$ cat src/rtl/rv32i_mem_arbiter.sv
// Single-outstanding arbiter sharing one memory bus between instruction fetch and load/store.
// Optional stall performance counters are built only when MEM_ARB_PERF_EN is defined.
module rv32i_mem_arbiter #(
  parameter int STARVE_LIMIT = 4
) (
  input  logic        Clk,
  input  logic        Reset,
  input  logic        IF_req,
  input  logic [31:0] IF_addr,
  output logic        IF_gnt,
  output logic        IF_rvalid,
  output logic [31:0] IF_rdata,
  input  logic        MEM_req,
  input  logic        MEM_we,
  input  logic [3:0]  MEM_be,
  input  logic [31:0] MEM_addr,
  input  logic [31:0] MEM_wdata,
  output logic        MEM_gnt,
  output logic        MEM_rvalid,
  output logic [31:0] MEM_rdata,
  input  logic        Flush,
  output logic        BUS_req,
  output logic        BUS_we,
  output logic [3:0]  BUS_be,
  output logic [31:0] BUS_addr,
  output logic [31:0] BUS_wdata,
  input  logic        BUS_gnt,
  input  logic        BUS_rvalid,
  input  logic [31:0] BUS_rdata,
  output logic [31:0] IF_stall_cnt,
  output logic [31:0] MEM_stall_cnt
);

  typedef enum logic [2:0] {
    IDLE,
    ADDR_IF,
    ADDR_MEM,
    DATA_IF,
    DATA_MEM
  } state_t;

  localparam logic [3:0] LIMIT = 4'(STARVE_LIMIT);

  state_t      state_q, state_d;
  logic [3:0]  starve_cnt_q, starve_cnt_d;
  logic        drop_q, drop_d;
  logic        own_if, own_mem;
  logic        addr_phase, data_phase, resp;

  always_ff @(posedge Clk or posedge Reset) begin
    if (Reset) begin
      state_q      <= IDLE;
      starve_cnt_q <= 4'd0;
      drop_q       <= 1'b0;
    end else begin
      state_q      <= state_d;
      starve_cnt_q <= starve_cnt_d;
      drop_q       <= drop_d;
    end
  end

  // Ownership: chosen combinationally in IDLE, then locked until the response returns.
  always_comb begin
    own_if  = 1'b0;
    own_mem = 1'b0;
    case (state_q)
      IDLE: begin
        if (IF_req && MEM_req) begin
          if (starve_cnt_q == LIMIT) own_if = 1'b1;
          else                       own_mem = 1'b1;
        end else begin
          own_if  = IF_req;
          own_mem = MEM_req;
        end
      end
      ADDR_IF, DATA_IF:   own_if  = 1'b1;
      ADDR_MEM, DATA_MEM: own_mem = 1'b1;
      default: ;
    endcase
  end

  always_comb begin
    addr_phase   = (state_q == IDLE) || (state_q == ADDR_IF) || (state_q == ADDR_MEM);
    data_phase   = (state_q == DATA_IF) || (state_q == DATA_MEM);
    resp         = data_phase && BUS_rvalid;

    state_d      = state_q;
    starve_cnt_d = starve_cnt_q;
    drop_d       = drop_q;
    BUS_req      = 1'b0;
    BUS_we       = 1'b0;
    BUS_be       = 4'h0;
    BUS_addr     = 32'h0;
    BUS_wdata    = 32'h0;
    IF_gnt       = 1'b0;
    MEM_gnt      = 1'b0;
    IF_rvalid    = 1'b0;
    IF_rdata     = 32'h0;
    MEM_rvalid   = 1'b0;
    MEM_rdata    = 32'h0;

    if (addr_phase && own_if) begin
      BUS_req  = 1'b1;
      BUS_be   = 4'hF;
      BUS_addr = IF_addr;
      IF_gnt   = BUS_gnt;
      state_d  = BUS_gnt ? DATA_IF : ADDR_IF;
    end else if (addr_phase && own_mem) begin
      BUS_req   = 1'b1;
      BUS_we    = MEM_we;
      BUS_be    = MEM_be;
      BUS_addr  = MEM_addr;
      BUS_wdata = MEM_wdata;
      MEM_gnt   = BUS_gnt;
      state_d   = BUS_gnt ? DATA_MEM : ADDR_MEM;
    end

    // A flush anywhere in the fetch's lifetime, including the response cycle, hides its data.
    if (own_if && Flush) drop_d = 1'b1;
    if (resp) begin
      state_d = IDLE;
      drop_d  = 1'b0;
      if (own_if && !(drop_q || Flush)) begin
        IF_rvalid = 1'b1;
        IF_rdata  = BUS_rdata;
      end
      if (own_mem) begin
        MEM_rvalid = 1'b1;
        MEM_rdata  = BUS_rdata;
      end
    end

    if (!IF_req || IF_gnt)                        starve_cnt_d = 4'd0;
    else if (MEM_gnt && (starve_cnt_q < LIMIT))   starve_cnt_d = starve_cnt_q + 4'd1;

    // Outputs stay quiet for the whole reset pulse, even with requests pending.
    if (Reset) begin
      BUS_req    = 1'b0;
      BUS_we     = 1'b0;
      BUS_be     = 4'h0;
      BUS_addr   = 32'h0;
      BUS_wdata  = 32'h0;
      IF_gnt     = 1'b0;
      MEM_gnt    = 1'b0;
      IF_rvalid  = 1'b0;
      IF_rdata   = 32'h0;
      MEM_rvalid = 1'b0;
      MEM_rdata  = 32'h0;
    end
  end

`ifdef MEM_ARB_PERF_EN
  logic [31:0] if_stall_q, if_stall_d;
  logic [31:0] mem_stall_q, mem_stall_d;

  always_comb begin
    if_stall_d  = if_stall_q;
    mem_stall_d = mem_stall_q;
    if (IF_req && !IF_gnt && (if_stall_q != 32'hFFFF_FFFF))     if_stall_d  = if_stall_q + 32'd1;
    if (MEM_req && !MEM_gnt && (mem_stall_q != 32'hFFFF_FFFF))  mem_stall_d = mem_stall_q + 32'd1;
  end

  always_ff @(posedge Clk or posedge Reset) begin
    if (Reset) begin
      if_stall_q  <= 32'h0;
      mem_stall_q <= 32'h0;
    end else begin
      if_stall_q  <= if_stall_d;
      mem_stall_q <= mem_stall_d;
    end
  end

  assign IF_stall_cnt  = if_stall_q;
  assign MEM_stall_cnt = mem_stall_q;
`else
  assign IF_stall_cnt  = 32'h0;
  assign MEM_stall_cnt = 32'h0;
`endif

endmodule

$ cat config.mk
export PLATFORM = sky130hd
export DESIGN_NAME = rv32i_mem_arbiter
export DESIGN_NICKNAME = d
export VERILOG_FILES = /design/src/rtl/rv32i_mem_arbiter.sv
export SDC_FILE = /design/constraint.sdc
export NUM_CORES = 1
export LEC_CHECK = 0
export CORE_AREA = 4 4 131 133
export DETAILED_ROUTE_END_ITERATION = 10
export DIE_AREA = 0 0 135 137
export GPL_ROUTABILITY_DRIVEN = 0
export PLACE_DENSITY_LB_ADDON = 0.08
export SLEW_MARGIN = 40
export SYNTH_ARGS = -nofsm -noshare
export SYNTH_HDL_FRONTEND = slang
export SYNTH_SLANG_ARGS = --single-unit
export TNS_END_PERCENT = 10
$ cat constraint.sdc
create_clock -name Clk -period 1.9 [get_ports Clk]
set_clock_uncertainty 0.1 [all_clocks]
set_input_delay 0.38 -clock Clk [delete_from_list [all_inputs] [get_ports Clk]]
set_output_delay 0.38 -clock Clk [all_outputs]
set_load 0.05 [all_outputs]
### Word level (Yosys, flattened, before mapping)

Cells that the tools add are included.

* register bits: 8
* output and inout bits: 202
* word-level logic and storage cells: 77

* add/subtract/negate cells: 1
* magnitude comparators: 1
* equality and inequality tests: 5
* multiplexer cells: 47
* reduce and logical (&&, ||, !) cells: 20

Operators with widths (number)
* $mux W32: 12
* $mux W1: 23
* $mux W4: 5
* $mux W3: 4
* $logic_and A1 B1 Y1: 7
* $eq A3 B2 Y1 const B: 2
* $logic_or A1 B1 Y1: 5
* $add A4 B1 Y4 const B: 1
* $eq A4 B3 Y1 const B: 1
* $lt A4 B3 Y1 const B: 1
* $pmux W1 S2: 2
* $reduce_bool A2 Y1: 2
* $reduce_or A2 Y1: 2
* $eq A3 B1 Y1 const B: 1
* $eq A3 B3 Y1 const B: 1
* $logic_not A3 Y1: 1
* $reduce_bool A3 Y1: 1
* $logic_not A1 Y1: 2
* $mux W2: 1

### Logic depth before layout (Yosys ltp)

* word-level depth: 10
* mapped depth: 9
* depth with buffers taken out: 9

### Least setup slack after synthesis

OpenSTA, ideal clock, no wires.

* kind: register to output
* start: reg state_q[2]
* end: out IF_rdata[22]
* arrival: 1891 ps
* setup slack: -471 ps
* cell stages (with the launch flop): 5
* buffers on the path: 1
* path through: dfrtp_1 > or4_4 > a211oi_4 > buf_6 > and2_1

* longest elaborated chain between the ends: 7
* elaborated cells between the ends (all ways): 12
* classes of those cells: 3 x eq/ne; 4 x mux; 5 x reduce/logical

Ends and longest elaborated chain
* from (decl): RTL line 44 `state_t state_q, state_d;`
* from (signal assigned): RTL line 56 `state_q <= state_d;`
* $eq A3 B1 Y1 or $eq A3 B2 Y1 (tied branches): RTL line 66, 84
* $reduce_or A2 Y1: RTL line 66 `case (state_q)`
* $pmux W1 S2: RTL line 66
* $logic_and A1 B1 Y1: RTL line 123 `if (own_if && !(drop_q || Flush)) begin`
* $mux W32: RTL line 123
* $mux W32 (*): RTL line 120 `if (resp) begin`
* $mux W32 (*): RTL line 137 `if (Reset) begin`
* to (decl): RTL line 12 `output logic [31:0] IF_rdata,`

Mark *: on every way between the ends. The rest lies on a longest branch, timed or not.

### Final worst setup path

* start: in Flush
* end: out IF_rdata[15]

* longest elaborated chain between the ends: 6

Ends and longest elaborated chain
* from (decl): RTL line 21 `input logic Flush,`
* $logic_or A1 B1 Y1: RTL line 123
* $logic_not A1 Y1: RTL line 123
* $logic_and A1 B1 Y1: RTL line 123
* $mux W32: RTL line 123
* $mux W32: RTL line 120
* $mux W32: RTL line 137

No other way between the ends.

==> qor.json <==
{
  "status": {
    "run_status": "finished, violations left",
    "failing_checks": "negative setup slack"
  },
  "global_routing": {
    "gr-total-overflow": 0,
    "gr-usage-met3": 0.0636,
    "grt_pass1_wl_um": 20000,
    "grt_start_max_net_pins": 50,
    "grt_pass1_vias": 3237,
    "grt.met2_usage": 0.284,
    "grtUsageTotal": 0.140,
    "initial_antenna_violation_count": 3,
    "grt_use_met1": 0.135,
    "globalRoute.busiestLayer": "met2"
  },
  "die": {
    "die_area_mm2": 0.0185,
    "chipHeight_um": 137,
    "floorplan.io_pins": 342,
    "placement_rows": 46,
    "die-width_um": 135,
    "floorplan.initialDensity": 0.138,
    "design.core.area_mm2": 0.0158
  },
  "critical_path": {
    "setup.worst_path.end_class": "primary output",
    "worst_endpoint_required_time_ns": 1.42,
    "worst_r2r_startpoint": "starve_cnt_q[0]$_DFFE_PP0P_",
    "start_kind": "primary input",
    "reg2reg_slack_ns": -0.24,
    "cp.arrival_ns": 2.01,
    "crit_start": "Flush",
    "worstPathMaxFanout": 4,
    "worst-setup-path-type": "in -> out"
  },
  "synthesis": {
    "ys_top_cells_by_area": "sky130_fd_sc_hd__and2_1, sky130_fd_sc_hd__buf_4, sky130_fd_sc_hd__a32o_1",
    "synth_sequential_area_ratio": 0.0914,
    "synth_warnings": 0,
    "yosys.cell_types.count": 40,
    "synthDominantCellAreaShare": 0.280,
    "netlist_instances": 287,
    "synth_top_cell_by_area": "sky130_fd_sc_hd__and2_1",
    "synthesized_area_divided_by_synthesized_cell_count_um2": 7.63,
    "synth_ff_type": "sky130_fd_sc_hd__dfrtp_1",
    "async_flop_share": 1.00,
    "edff_count_synth": 0,
    "syn-cell-area_mm2": 0.00219,
    "flip_flop_and_latch_count_after_synthesis": 8
  },
  "pwr": {
    "vdd_ir_drop_max_v": 0.000431,
    "powerDensity_mw_per_mm2": 657,
    "leakage_nw": 3.11
  },
  "hold_path": {
    "min-delay-path-class": "in -> async"
  },
  "layout": {
    "multi_input_comb_area_mm2": 0.00191,
    "layout.cells.most_common_list": "sky130_fd_sc_hd__clkdlybuf4s50_1, sky130_fd_sc_hd__buf_12, sky130_fd_sc_hd__and2_4",
    "utilization": 0.435,
    "area_growth_syn_to_layout_pct": 215,
    "n_fill_cell": 1546,
    "drive_gt1_frac": 0.573,
    "area.sequential_um2": 201,
    "layout_commonest_cell": "sky130_fd_sc_hd__clkdlybuf4s50_1",
    "insertedDiodeCount": 0,
    "nets": 732
  },
  "clocking": {
    "cts.path.max_buffers": 2,
    "tritoncts": "built",
    "clkSinkCount": 8,
    "cts_made_buffers": 3,
    "clock_tree.root_cell": "sky130_fd_sc_hd__clkbuf_16",
    "cts_htree_levels": 1,
    "skew_pair_late_insertion_delay_ns": 0.23,
    "clk_pin_slew_ns": 0.04
  },
  "sta": {
    "fin_worst_hold_slack_ns": 0.322,
    "hold_viol_final": 0,
    "worst_slack_ns": -0.589,
    "timing.final.max_slew_violations": 0,
    "fin_crit_ns": 2.49,
    "fraction_of_the_cycle_the_final_worst_path_needs": 1.31,
    "highest_clock_rate_mhz": 402,
    "finalSetupTns_ns": -62.09,
    "setup_failing_eps_final": 139,
    "rsz0062_at_grt": "yes"
  },
  "placement": {
    "detailedPlacementHpwl_um": 12100,
    "portBuffers": 277,
    "dpl_worst_slack_ns": -0.664
  },
  "drt": {
    "route.detailed.drc": 0,
    "drt.antenna.violating_nets": 0,
    "num_vias": 3153,
    "drtPass1Iterations": 4,
    "detail_route.wl_per_cell_um": 18.1,
    "wl_um": 14500,
    "detailedRoute.firstIterationViolations": 84,
    "detail_route.vias_per_cell": 3.92
  },
  "run": {
    "max_cap_violations": 0
  }
}
-- worst paths after layout --
check                                         endpoint  cells after the start
max                                       IF_rdata[15]                      7
min                                 drop_q$_DFFE_PP0P_                      3
max reg2reg                     state_q[1]$_DFFE_PP0P_                      9
min reg2reg                starve_cnt_q[3]$_DFFE_PP0P_                      2
max in group asynchronous       state_q[1]$_DFFE_PP0P_                      3
min in group Clk                state_q[1]$_DFFE_PP0P_                      3
-- where the power goes --
group / switching [W] / internal, W / leakage, nW
sequential: 0.0000437 / 0.000220 / 0.101
clock: 0.0000779 / 0.000279 / 0.0382
combinational: 0.00215 / 0.00177 / 2.97
total: 0.00227 / 0.00226 / 3.11
-- critical path: stages --
cell	delay, ns
sky130_fd_sc_hd__dlygate4sd2_1	0.24
sky130_fd_sc_hd__or4_4	0.52
sky130_fd_sc_hd__a211oi_4	0.26
sky130_fd_sc_hd__buf_6	0.18
sky130_fd_sc_hd__clkbuf_16	0.14
sky130_fd_sc_hd__and2_4	0.15
sky130_fd_sc_hd__buf_12	0.13
-- logic make-up after synthesis --
family	share of synthesized area
simple gates	0.366
compound gates	0.234
buf+inv	0.290
fa+ha+maj	0.0171
flops	0.0914
other cells	0.00171
-- per-stage QoR --
step / instances / power (W) / area, um^2
CTS: 796 / 0.00417 / 6440
detailed placement: 787 / 0.00375 / 6220
global route: 804 / 0.00476 / 6890
finish: 804 / 0.00453 / 6890
global placement: 787 / 0.00375 / 6220
floorplan: 350 / 0.00240 / 2630
-- routing by layer --
metal / routed length, um / share of wire
met4: 90 / 0.0062
met2: 7830 / 0.54
met1: 4670 / 0.32
met3: 1920 / 0.13
met5: 7 / 0.00048
-- timing repair --
item	CTS	global route
buffers inserted	3	4
endpoints found under the setup margin	139	142
gates cloned	2	6
pin swaps	4	43
hold buffers	0	0
gates resized for setup	30	118
-- registers in the layout, summed over array words and instances, names as in the netlist --
name and count:
state_q 3, starve_cnt_q 4, drop_q 1
-- final cells by class --
cell class	instances	area share
timing repair buffer	322	0.639
multi-input combinational	247	0.277
tap	216	0.0392
sequential	8	0.0292
clock buffer	4	0.0114
inverter	7	0.00417
-- cell usage after synthesis (3+ instances only) --
library cell	instances
sky130_fd_sc_hd__a22o_1	4
sky130_fd_sc_hd__a21oi_1	5
sky130_fd_sc_hd__clkbuf_1	8
sky130_fd_sc_hd__nor2_1	4
sky130_fd_sc_hd__nand3_1	4
sky130_fd_sc_hd__inv_1	7
sky130_fd_sc_hd__dfrtp_1	8
sky130_fd_sc_hd__a32o_1	32
sky130_fd_sc_hd__buf_6	3
sky130_fd_sc_hd__and2_1	98
sky130_fd_sc_hd__buf_2	13
sky130_fd_sc_hd__ha_1	3
sky130_fd_sc_hd__buf_4	64
No activity file was read; power rests on OpenSTA's default activity.
